==> src/rtl/iter_divider_pkg.sv <==
// rtl/iter_divider_pkg.sv - shared types and constants for the iterative divider
package iter_divider_pkg;
  typedef enum logic [1:0] {
    IDLE = 2'd0,
    RUN  = 2'd1,
    DONE = 2'd2
  } div_state_t;

  localparam int DIV_WIDTH = 32;

  localparam logic [4:0] ALU_UDIV = 5'b01110;
  localparam logic [4:0] ALU_SDIV = 5'b01111;

  // Lets the execute stage derive start from its ALU control field.
  function automatic logic is_div_op(input logic [4:0] alu_control);
    return (alu_control == ALU_UDIV) || (alu_control == ALU_SDIV);
  endfunction
endpackage

==> src/rtl/iter_divider_if.sv <==
// rtl/iter_divider_if.sv - request/result bundle between execute stage and divider
interface iter_divider_if #(
  parameter int WIDTH = iter_divider_pkg::DIV_WIDTH
) ();
  logic             start;
  logic             op_signed;
  logic [WIDTH-1:0] dividend;
  logic [WIDTH-1:0] divisor;
  logic             flush;
  logic             stall;
  logic             busy;
  logic             done;
  logic [WIDTH-1:0] quotient;
  logic [WIDTH-1:0] remainder;
  logic             div_by_zero;

  modport master (
    output start, op_signed, dividend, divisor, flush,
    input  stall, busy, done, quotient, remainder, div_by_zero
  );

  modport slave (
    input  start, op_signed, dividend, divisor, flush,
    output stall, busy, done, quotient, remainder, div_by_zero
  );
endinterface

==> src/rtl/iter_divider_div_step.sv <==
// rtl/iter_divider_div_step.sv - one restoring shift/trial-subtract step
module div_step #(
  parameter int WIDTH = 32
) (
  input  logic [WIDTH-1:0] rem,
  input  logic [WIDTH-1:0] quo,
  input  logic [WIDTH-1:0] dvs,
  output logic [WIDTH-1:0] rem_next,
  output logic [WIDTH-1:0] quo_next
);
  logic [WIDTH:0] shifted;
  logic [WIDTH:0] trial;

  // rem < dvs holds between steps, so bit WIDTH of trial is a clean borrow flag.
  assign shifted  = {rem, quo[WIDTH-1]};
  assign trial    = shifted - {1'b0, dvs};
  assign rem_next = trial[WIDTH] ? shifted[WIDTH-1:0] : trial[WIDTH-1:0];
  assign quo_next = {quo[WIDTH-2:0], ~trial[WIDTH]};
endmodule

==> src/rtl/iter_divider.sv <==
// rtl/iter_divider.sv - multi-cycle restoring divider for UDIV/SDIV with flush and stall
module iter_divider
  import iter_divider_pkg::*;
#(
  parameter int WIDTH = DIV_WIDTH
) (
  input logic           clk,
  input logic           reset,
  iter_divider_if.slave bus
);
  localparam int            CW    = $clog2(WIDTH) + 1;
  localparam logic [CW-1:0] STEPS = CW'(WIDTH);

  div_state_t       state;
  logic [CW-1:0]    count;
  logic [WIDTH-1:0] rem_r;
  logic [WIDTH-1:0] quo_r;
  logic [WIDTH-1:0] dvs_r;
  logic             q_neg;
  logic             r_neg;
  logic [WIDTH-1:0] rem_step;
  logic [WIDTH-1:0] quo_step;
  logic [WIDTH-1:0] dd_mag;
  logic [WIDTH-1:0] dv_mag;
  logic             accept;

  assign accept = (state == IDLE) && bus.start && !bus.flush;
  assign dd_mag = (bus.op_signed && bus.dividend[WIDTH-1]) ? -bus.dividend : bus.dividend;
  assign dv_mag = (bus.op_signed && bus.divisor[WIDTH-1])  ? -bus.divisor  : bus.divisor;

  // Gated by reset so the pipeline is never held while the unit is in reset.
  assign bus.stall = reset && (accept || (state == RUN));

  div_step #(.WIDTH(WIDTH)) u_step (
    .rem      (rem_r),
    .quo      (quo_r),
    .dvs      (dvs_r),
    .rem_next (rem_step),
    .quo_next (quo_step)
  );

  always_ff @(posedge clk or negedge reset) begin
    if (!reset) begin
      state           <= IDLE;
      count           <= '0;
      rem_r           <= '0;
      quo_r           <= '0;
      dvs_r           <= '0;
      q_neg           <= 1'b0;
      r_neg           <= 1'b0;
      bus.quotient    <= '0;
      bus.remainder   <= '0;
      bus.div_by_zero <= 1'b0;
      bus.busy        <= 1'b0;
      bus.done        <= 1'b0;
    end else begin
      case (state)
        IDLE: begin
          bus.done <= 1'b0;
          if (accept) begin
            bus.busy <= 1'b1;
            if (bus.divisor == '0) begin
              state           <= DONE;
              bus.quotient    <= '0;
              bus.remainder   <= bus.dividend;
              bus.div_by_zero <= 1'b1;
              bus.done        <= 1'b1;
            end else begin
              state <= RUN;
              count <= STEPS;
              rem_r <= '0;
              quo_r <= dd_mag;
              dvs_r <= dv_mag;
              q_neg <= bus.op_signed && (bus.dividend[WIDTH-1] ^ bus.divisor[WIDTH-1]);
              r_neg <= bus.op_signed && bus.dividend[WIDTH-1];
            end
          end
        end
        RUN: begin
          if (bus.flush) begin
            state    <= IDLE;
            bus.busy <= 1'b0;
          end else begin
            rem_r <= rem_step;
            quo_r <= quo_step;
            count <= count - CW'(1);
            // The final step and the sign fixup share one edge.
            if (count == CW'(1)) begin
              state           <= DONE;
              bus.quotient    <= q_neg ? -quo_step : quo_step;
              bus.remainder   <= r_neg ? -rem_step : rem_step;
              bus.div_by_zero <= 1'b0;
              bus.done        <= 1'b1;
            end
          end
        end
        DONE: begin
          state    <= IDLE;
          bus.done <= 1'b0;
          bus.busy <= 1'b0;
        end
        default: begin
          state    <= IDLE;
          bus.done <= 1'b0;
          bus.busy <= 1'b0;
        end
      endcase
    end
  end
endmodule

==> src/flat_wrapper.sv <==
// flat-port wrapper written by rule: the top's interface ports become plain ports
module iter_divider_flat import iter_divider_pkg::*;
#(
  parameter int WIDTH = DIV_WIDTH
)
  (clk, reset, bus_start, bus_op_signed, bus_dividend, bus_divisor, bus_flush, bus_stall, bus_busy, bus_done, bus_quotient, bus_remainder, bus_div_by_zero);
  iter_divider_if #(.WIDTH(WIDTH)) bus_i ();
  input logic clk;
  input logic reset;
  input wire logic [$bits(bus_i.start)-1:0] bus_start;
  input wire logic [$bits(bus_i.op_signed)-1:0] bus_op_signed;
  input wire logic [$bits(bus_i.dividend)-1:0] bus_dividend;
  input wire logic [$bits(bus_i.divisor)-1:0] bus_divisor;
  input wire logic [$bits(bus_i.flush)-1:0] bus_flush;
  output wire logic [$bits(bus_i.stall)-1:0] bus_stall;
  output wire logic [$bits(bus_i.busy)-1:0] bus_busy;
  output wire logic [$bits(bus_i.done)-1:0] bus_done;
  output wire logic [$bits(bus_i.quotient)-1:0] bus_quotient;
  output wire logic [$bits(bus_i.remainder)-1:0] bus_remainder;
  output wire logic [$bits(bus_i.div_by_zero)-1:0] bus_div_by_zero;
  assign bus_i.start = bus_start;
  assign bus_i.op_signed = bus_op_signed;
  assign bus_i.dividend = bus_dividend;
  assign bus_i.divisor = bus_divisor;
  assign bus_i.flush = bus_flush;
  assign bus_stall = bus_i.stall;
  assign bus_busy = bus_i.busy;
  assign bus_done = bus_i.done;
  assign bus_quotient = bus_i.quotient;
  assign bus_remainder = bus_i.remainder;
  assign bus_div_by_zero = bus_i.div_by_zero;
  iter_divider #(.WIDTH(WIDTH)) u_core (.clk(clk), .reset(reset), .bus(bus_i));
endmodule
==> config.mk <==
export PLATFORM = sky130hd
export DESIGN_NAME = iter_divider_flat
export DESIGN_NICKNAME = d
export VERILOG_FILES = /design/src/rtl/iter_divider_pkg.sv /design/src/rtl/iter_divider_if.sv /design/src/rtl/iter_divider_div_step.sv /design/src/rtl/iter_divider.sv /design/src/flat_wrapper.sv
export SDC_FILE = /design/constraint.sdc
export NUM_CORES = 1
export LEC_CHECK = 0
export BUFFER_PORTS_ARGS = -buffer_cell sky130_fd_sc_hd__buf_2
export CORE_UTILIZATION = 30
export CTS_BUF_LIST = sky130_fd_sc_hd__clkbuf_4 sky130_fd_sc_hd__clkbuf_8
export DETAILED_ROUTE_END_ITERATION = 10
export GPL_ROUTABILITY_DRIVEN = 0
export HOLD_SLACK_MARGIN = 0.15
export PLACE_DENSITY = 0.55
export SLEW_MARGIN = 20
export SYNTH_ARGS = -nofsm -noshare
export SYNTH_HDL_FRONTEND = slang
export SYNTH_SLANG_ARGS = --single-unit
export TNS_END_PERCENT = 5
==> constraint.sdc <==
create_clock -name clk -period 4.7 [get_ports clk]
set_input_delay 0.705 -clock clk [delete_from_list [all_inputs] [get_ports clk]]
set_output_delay 0.705 -clock clk [all_outputs]
set_load 0.01 [all_outputs]
=== Word-level counts from Yosys, hierarchy flattened ===
Index checks and enable logic that the tools add are counted.

* Reduce and logical (&&, ||, !) cells: 17
* Multiply operators: 0
* Shift-type cells: 0
* Add/subtract/negate cells: 6
* Magnitude comparators: 0
* Bitwise gates (word level): 3
* Div/mod/pow operators: 0
* Mux-type cells: 45
* Equality and inequality tests: 9

{| class="wikitable"
|+ Operators by type and width
! operator !! count
|-
| $mux 32 || 19
|-
| $pmux 32 s2 || 4
|-
| $neg 32->32 || 4
|-
| $sub 33x32->33 || 1
|-
| $logic_not 32->1 || 1
|-
| $mux 6 || 3
|-
| $pmux 6 s2 || 1
|-
| $mux 1 || 10
|-
| $ne 2x2->1 const B || 5
|-
| $mux 2 || 4
|-
| $eq 6x1->1 const B || 1
|-
| $logic_and 1x1->1 || 6
|-
| $pmux 1 s2 || 3
|-
| $reduce_and 2->1 || 3
|-
| $sub 6x1->6 const B || 1
|-
| $reduce_and 5->1 || 1
|-
| $pmux 2 s2 || 1
|-
| $reduce_and 4->1 || 1
|-
| $ne 3x3->1 const B || 1
|-
| $reduce_and 3->1 || 1
|-
| $eq 2x1->1 const B || 1
|-
| $logic_not 2->1 || 1
|-
| $ne 2x1->1 const B || 1
|-
| $not 1->1 || 2
|-
| 4 further kinds || 4
|}

* Bits in read-only memories: 0
* Output and inout bits: 68
* Latch bits: 0
* RAM bits: 0
* Input bits: 69
* Memories kept: 0
* Register bits after elaboration: 173

=== Depth between registers and ports, before layout ===
Gate-level depths: netlist of run 1.

* Depth in word-level cells: 7
* Gate-level depth with buffers: 23
* Gate-level depth less buffers: 21

=== Cells and area by module ===
A second synthesis of run 1 with hierarchy kept.

* Cells, all modules: 1477
* Area, all modules: 12350.6 µm²

{| class="wikitable"
|+ By module, submodules not included
! module !! times used !! area an instance (µm²) !! cells each
|-
| iter_divider || 1 || 9800.6 || 1137
|-
| div_step || 1 || 2549.9 || 340
|}

=== Worst setup path after synthesis of run 1 ===
OpenSTA, ideal clock, no wires.

* Path kind: flip-flop to flip-flop
* Start: reg u_core.rem_r[9]
* End: reg u_core.bus.remainder[28]
* Library setup time: 0.141 ns
* Period minus slack after synthesis: 5.160 ns
* Cell stages (with the launch flop): 23
* Buffers on the path: 3
* Data arrival time: 5.019 ns
* Slack: -0.460 ns
* Path through: dfrtp_1 ha_1 buf_2 and3_1 nand2_1 or3b_1 o21ai_1 a211oi_2 xnor2_2 inv_1 clkbuf_1 clkbuf_1 nor2_1 a21oi_1 ha_1 or4b_2 nand2b_1 nand3b_1 o21a_1 or3b_1 o21ai_0 xor2_1 o22ai_1

* Cells in the longest elaborated chain, start to end: 7

{| class="wikitable"
|+ Ends and longest elaborated chain
! what !! line !! source
|-
| start: declaration || iter_divider.sv:16 || <nowiki>logic [WIDTH-1:0] rem_r;</nowiki>
|-
| start signal: assignment || iter_divider.sv:84 || <nowiki>rem_r <= rem_step;</nowiki>
|-
| $sub 33x32->33 || iter_divider_div_step.sv:16 || <nowiki>assign trial = shifted - {1'b0, dvs};</nowiki>
|-
| $mux 32 (*) || iter_divider_div_step.sv:17 || <nowiki>assign rem_next = trial[WIDTH] ? shifted[WIDTH-1:0] : trial[WIDTH-1:0];</nowiki>
|-
| $neg 32->32 || iter_divider.sv:91 || <nowiki>bus.remainder <= r_neg ? -rem_step : rem_step;</nowiki>
|-
| $mux 32 (*) || iter_divider.sv:91 ||
|-
| $mux 32 (*) || iter_divider.sv:88 || <nowiki>if (count == CW'(1)) begin</nowiki>
|-
| $mux 32 (*) || iter_divider.sv:80 || <nowiki>if (bus.flush) begin</nowiki>
|-
| $pmux 32 s2 (*) || iter_divider.sv:57 || <nowiki>case (state)</nowiki>
|-
| end signal: assignment || iter_divider.sv:65 || <nowiki>bus.remainder <= bus.dividend;</nowiki>
|-
| end signal: assignment || iter_divider.sv:91 ||
|-
| end: declaration || iter_divider_if.sv:24 || <nowiki>output stall, busy, done, quotient, remainder, div_by_zero</nowiki>
|}

Every way passes the cells marked *; elsewhere a longest branch is shown, timed or not. The select of a mux whose other input is x is not followed.
A chain may end at the register's enable or synchronous reset.

=== Worst setup path in the final report of run 1 ===
* Start: reg u_core.quo_r[31]
* End: reg u_core.bus.remainder[28]

* Cells in the longest elaborated chain, start to end: 7

{| class="wikitable"
|+ Ends and longest elaborated chain
! what !! line !! source
|-
| start: declaration || iter_divider.sv:17 || <nowiki>logic [WIDTH-1:0] quo_r;</nowiki>
|-
| start signal: assignment || iter_divider.sv:72 || <nowiki>quo_r <= dd_mag;</nowiki>
|-
| start signal: assignment || iter_divider.sv:85 || <nowiki>quo_r <= quo_step;</nowiki>
|-
| $sub 33x32->33 || iter_divider_div_step.sv:16 ||
|-
| $mux 32 (*) || iter_divider_div_step.sv:17 ||
|-
| $neg 32->32 || iter_divider.sv:91 ||
|-
| $mux 32 (*) || iter_divider.sv:91 ||
|-
| $mux 32 (*) || iter_divider.sv:88 ||
|-
| $mux 32 (*) || iter_divider.sv:80 ||
|-
| $pmux 32 s2 (*) || iter_divider.sv:57 ||
|}

Marks and branches as above.

==> flow_summary.toml, run 1 <==
[status]
run_status = "finished clean"

[floorplan]
rows = 72
start_util_pct = 30.52
num_io_pins = 137
die_w_um = 200.7
core-area_um2 = 38830
fp.dieH_um = 200.7
dieArea_um2 = 40300

[cts]
cts_tree = "built"
htree_levels = 4
cts_sinks = 173
insertion_delay_ns = 0.48
cts_buffers = 17
cts-root-buf = "clkbuf_8"
clockBufferDepth = 2
clk_pin_slew_ns = 0.10

[synthesis]
synth-main-ff-cell = "dfrtp_1"
synth.avg_cell_area_um2 = 8.195
syn_inst = 1446
synth_edf_count = 0
ys_async_sr_fraction_pct = 100.0
synth.distinct_cells = 66
synthesis.area_um2 = 11850
seq_area_frac_synth_pct = 36.53
ys_ff_latch = 173
synth-warning-count = 0
syn_nets = 1554

[route]
wl_per_cell_um = 17.30
vias = 10880
totalWireLength_mm = 36.96
drc_errors = 0
drt_pass1_iterations = 6
drt_iter0_markers = 776
ant_nets = 0
vias_per_cell = 5.093

[sta]
tightest_slew_ns = 0.9060
min_period_ns = 4.388
grt_setup_unrepaired = "false"
finalSetupTns_ns = 0
hold_viol_final = 0
slew_headroom_pct = 39.48
max_freq_ghz = 0.2279
hold_slack_ns = 0.4789
fin_crit_sh_pct = 93.37
setup_violations = 0
finClkSkew_ns = 0.01613
drv_slew = 0

[global_routing]
grt_usage_pct = 18.56
antenna_found_initial = 1
grt_pass1_wl_mm = 59.49
use_met1_pct = 26.02
met2_usage_pct = 29.46
grt_busiest_layer = "met2"
grt_pass1_vias = 10680
grt_max_degree = 142
gr-usage-met3_pct = 2.890
overflow = 0

[power_and_ir_drop]
power_density_nw_per_um2 = 396.8
finalPower_mw = 5.625
vdd.ir_drop.worst_mv = 0.1883
p_leak_nw = 6.283

[worst_setup_path]
r2r_start = "u_core.quo_r[31]$_DFFE_PN0P_"
cp-end-kind = "register"
cp_max_fo = 6
regToRegEndpoint = "u_core.bus.remainder[28]$_DFFE_PN0P_"
critPathKind = "register to register"
r2r_cells = 22
startpoint_type = "register"
required_ns = 5.06
regToRegSetupSlack_ns = 0.31
crit_arrival_ns = 4.75

[finish]
final_cells = 2137
fillers = 4041
fin_area_um2 = 14170
syn_to_final_growth_pct = 19.62
most-common-layout-cells = "nand2_1, dfrtp_1, o21ai_0"
nNetsFinal = 1712
drive_above_1_share_pct = 18.61
layout_commonest_cell = "nand2_1"

[worst_hold_path]
hp-start = "u_core.bus.quotient[23]$_DFFE_PN0P_"
min_path_cells = 2
min_to = "u_core.bus.quotient[23]$_DFFE_PN0P_"
hp-class = "register to register"

[placement]
port_buffers = 136
dp_cells = 2098
dpl-instance-area_um2 = 13580
detailed_place_hpwl_mm = 28.53

[run]
drv_cap = 0
layer usage:
metal	vias up	wire, um
li1	5453	-
met1	5116	17770
met2	275	16770
met3	39	1663
met4	0	760
met5	-	0
sequential cells by signal, indices dropped and copies added, names as in the netlist:
| name | count |
|---|---|
| u_core.r_neg | 1 |
| u_core.q_neg | 1 |
| u_core.bus.quotient | 32 |
| u_core.bus.busy | 1 |
| u_core.rem_r | 32 |
| u_core.quo_r | 32 |
| u_core.bus.remainder | 32 |
| u_core.bus.div_by_zero | 1 |
| u_core.dvs_r | 32 |
| u_core.bus.done | 1 |
| u_core.state | 2 |
| u_core.count | 6 |
critical path, cell delays in order, from the launching register on:
cell      delay [ns]
dfrtp_1         0.36
inv_1           0.08
ha_4            0.17
fa_2            0.34
nor2b_2         0.15
o31ai_2         0.09
o21a_1          0.22
o21ai_2         0.19
a211oi_2        0.10
buf_4           0.17
xnor2_4         0.14
inv_4           0.10
nor2_1          0.07
a21oi_4         0.13
ha_2            0.19
or4b_4          0.46
nand2b_4        0.16
nand3b_1        0.16
o21a_1          0.15
or3b_4          0.42
o21ai_2         0.16
xor2_1          0.17
o22ai_1         0.08
per-stage QoR:
stage               setup slack [ns]  utilization, %
floorplan                   0.002145               -
global placement              0.1364           34.98
detailed placement          0.004004           34.98
CTS                         0.005686           36.21
global route                 0.08922           36.50
finish                        0.3117           36.51
Yosys cell counts, types with 20 or more instances:
cell | instances | area share [%]
inv_1 | 71 | 2.2
xnor2_1 | 78 | 5.8
nor2_1 | 93 | 2.9
o31ai_1 | 35 | 2.2
nand3_1 | 21 | 0.89
nor3_1 | 33 | 1.4
dfrtp_1 | 173 | 37
xor2_1 | 71 | 5.2
o21ai_0 | 167 | 7.1
o22ai_1 | 25 | 1.3
ha_1 | 38 | 4.0
clkbuf_1 | 64 | 2.0
mux2i_1 | 20 | 1.7
a21oi_1 | 106 | 4.5
nand2_1 | 206 | 6.5
kinds of logic after synthesis:
kind of cell | after synthesis | synth area share [%]
AND/OR/NAND/NOR | 463 | 18.22
AO/OA/AOI/OAI | 447 | 23.08
flip-flops | 173 | 36.53
buffers and inverters | 152 | 4.952
XOR/XNOR | 150 | 11.15
adder cells (fa/ha/maj) | 39 | 4.181
multiplexers | 22 | 1.879
layout make-up:
| type | instances | area [um2] | share of cell area, % |
|---|---|---|---|
| Inverter | 71 | 269.0 | 1.898 |
| Tap cell | 518 | 648.1 | 4.572 |
| Clock buffer | 21 | 282.8 | 1.995 |
| Timing Repair Buffer | 220 | 1358 | 9.577 |
| Clock inverter | 11 | 180.2 | 1.271 |
| Multi-Input combinational cell | 1121 | 7102 | 50.10 |
| Sequential cell | 173 | 4330 | 30.55 |
| Antenna cell | 2 | 5.005 | 0.03531 |
repair_timing:
item | 4_1_cts | 5_1_grt
endpoints found under the setup margin | 2 | 5
endpoints found under the hold margin | 32 | 0
hold buffers | 1 | 0
gates resized for setup | 2 | 18
setup buffers | 0 | 4
pin swaps | 0 | 9
gates cloned | 0 | 0
power breakdown:
group          internal (mW)  switching (mW)
registers               1.90           0.346
clock network          0.637           0.597
logic                  0.926            1.22
total                   3.46            2.16
how the worst max path moves through the flow:
stage | startpoint | to | depth (start not counted)
floorplan | u_core.rem_r[9]$_DFFE_PN0P_ | u_core.bus.remainder[28]$_DFFE_PN0P_ | 22
global placement | u_core.rem_r[26]$_DFFE_PN0P_ | u_core.bus.remainder[24]$_DFFE_PN0P_ | 20
detailed placement | u_core.rem_r[6]$_DFFE_PN0P_ | u_core.bus.remainder[30]$_DFFE_PN0P_ | 20
CTS | u_core.quo_r[31]$_DFFE_PN0P_ | u_core.bus.remainder[30]$_DFFE_PN0P_ | 22
global route | u_core.dvs_r[11]$_DFFE_PN0P_ | u_core.bus.remainder[26]$_DFFE_PN0P_ | 22
finish | u_core.quo_r[31]$_DFFE_PN0P_ | u_core.bus.remainder[28]$_DFFE_PN0P_ | 22
(Power assumes the default switching activity.)
==> inputs of run 2 (changes only) <==
Settings changed: CTS_BUF_LIST sky130_fd_sc_hd__clkbuf_4 sky130_fd_sc_hd__clkbuf_8 to sky130_fd_sc_hd__clkbuf_8.
==> run 2 against run 1 <==
  * Flip-flop and latch count unchanged
  * Largest power group unchanged
  * Highest routed layer unchanged
  * Register-to-register slack about the same
  * Core utilization about the same
  * Clock-buffer cell count down 1
==> flow_summary.toml, run 2 (synthesized netlist as in run 1, its figures left out) <==
[status]
run_status = "finished clean"

[worst_setup_path]
required_ns = 5.06
max_stage_delay_ns = 0.46
crit_buf_inv = 3
regToRegEndpoint = "u_core.bus.remainder[28]$_DFFE_PN0P_"
path_cells = "inv_1 > ha_4 > fa_2 > nor2b_2 > o31ai_2 > o21a_1 > o21ai_2 > a211oi_2 > buf_4 > xnor2_4 > inv_4 > nor2_1 > a21oi_4 > ha_2 > or4b_4 > nand2b_4 > nand3b_1 > o21a_1 > or3b_4 > o21ai_2 > xor2_1 > o22ai_1"
cp_max_fo = 6
critPathSlowestCell = "or4b_4"
regToRegSetupSlack_ns = 0.31
startpoint_type = "register"
critPathKind = "register to register"
r2r_start = "u_core.quo_r[31]$_DFFE_PN0P_"
critical-path-top-delay-family = "simple AND/OR/NAND/NOR gates"
worst-path-stages = 22
r2r_cells = 22
crit_arrival_ns = 4.75
cp-end-kind = "register"

[sta]
tightest_slew_ns = 0.9111
min_period_ns = 4.387
drv_slew = 0
grt_setup_unrepaired = "false"
hold_slack_ns = 0.4789
setup_violations = 0
max_freq_ghz = 0.2279
hold_viol_final = 0
slew_headroom_pct = 39.13
finalSetupTns_ns = 0
setup_ws_ns = 0.3128
fin_crit_sh_pct = 93.34
finClkSkew_ns = 0.01616

[route]
m1WireLength_mm = 17.74
dr_wl_met3_mm = 1.701
ant_nets = 0
route.met2.wl_mm = 16.79
drt_pass1_iterations = 8
top_layer = "met4"
drc_errors = 0
drt_iter0_markers = 776
vias = 10870
totalWireLength_mm = 36.96
wl_per_cell_um = 17.29
vias_per_cell = 5.086

[power_and_ir_drop]
power_density_nw_per_um2 = 396.3
p_leak_nw = 6.283
vdd.ir_drop.worst_mv = 0.1876
finalPower_mw = 5.616

[cts]
insertion_delay_ns = 0.48
cts_sinks = 173
cts_tree = "built"
cts_buffers = 17
clk_pin_slew_ns = 0.10
clockBufferDepth = 2
htree_levels = 4
cts-root-buf = "clkbuf_8"

[floorplan]
core-area_um2 = 38830
die_w_um = 200.7
num_io_pins = 137
dieArea_um2 = 40300
rows = 72
start_util_pct = 30.52
fp.dieH_um = 200.7

[global_routing]
grt_usage_pct = 18.56
grt_pass1_wl_mm = 59.49
grt_max_degree = 142
grt_pass1_vias = 10680
antenna_found_initial = 1
overflow = 0

[placement]
dp_cells = 2098
place_ws_ns = 0.004004
port_buffers = 136
detailed_place_hpwl_mm = 28.53

[finish]
final_cells = 2137
drive_above_1_share_pct = 18.55
most-common-layout-cells = "nand2_1, dfrtp_1, o21ai_0"
fillers = 4043
layout_commonest_cell = "nand2_1"
nNetsFinal = 1712
syn_to_final_growth_pct = 19.59

[worst_hold_path]
min_path_cells = 2
hp-start = "u_core.bus.quotient[23]$_DFFE_PN0P_"
min_to = "u_core.bus.quotient[23]$_DFFE_PN0P_"
hp-class = "register to register"

[run]
drv_cap = 0
run 2: per-layer routing:
| layer | up-vias | track usage, % |
|---|---|---|
| li1 | 5452 | - |
| met3 | 37 | 2.890 |
| met1 | 5101 | 26.02 |
| met4 | 0 | 5.262 |
| met2 | 278 | 29.46 |
| met5 | - | 0 |
run 2: cell type report:
type	count	area, um2	share of cell area [%]
multi-input cells	1121	7102	50.11
flip-flops and latches	173	4330	30.56
clock inverters	12	183.9	1.298
well taps	518	648.1	4.574
clock buffers	20	275.3	1.942
diodes	2	5.005	0.03532
repair buffers	220	1358	9.580
inverters	71	269.0	1.898
run 2: repair_timing:
item                                   in CTS  in global routing
endpoints found under the hold margin      32                  0
gates resized for setup                     2                 18
setup endpoints to repair                   2                  5
hold buffers                                1                  0
setup buffers                               0                  4
pin swaps                                   0                  9
run 2: worst min-delay path: cells and delay by family (launching register included):
family / cells / cell delay (ns)
AOI/OAI and AO/OA: 1 / 0.06
and+or+nand+nor: 1 / 0.04
DFF: 1 / 0.35
run 2: worst max-delay path by stage:
stage / startpoint / to / slack (ns)
final: u_core.quo_r[31]$_DFFE_PN0P_ / u_core.bus.remainder[28]$_DFFE_PN0P_ / 0.31
after global routing: u_core.dvs_r[11]$_DFFE_PN0P_ / u_core.bus.remainder[26]$_DFFE_PN0P_ / 0.09
after CTS: u_core.quo_r[31]$_DFFE_PN0P_ / u_core.bus.remainder[30]$_DFFE_PN0P_ / 0.006
after detailed placement: u_core.rem_r[6]$_DFFE_PN0P_ / u_core.bus.remainder[30]$_DFFE_PN0P_ / 0.004
after global placement: u_core.rem_r[26]$_DFFE_PN0P_ / u_core.bus.remainder[24]$_DFFE_PN0P_ / 0.14
after floorplan: u_core.rem_r[9]$_DFFE_PN0P_ / u_core.bus.remainder[28]$_DFFE_PN0P_ / 0.002
run 2: stage by stage:
stage	utilization, %	instance area [um2]
global placement	34.98	13580
finish	36.50	14170
CTS	36.20	14050
global route	36.49	14170
floorplan	-	11940
detailed placement	34.98	13580
run 2: where the power goes:
group	switching [mW]	internal, mW
Sequential	0.346	1.90
Combinational	1.22	0.926
Clock	0.597	0.629
Total	2.16	3.45
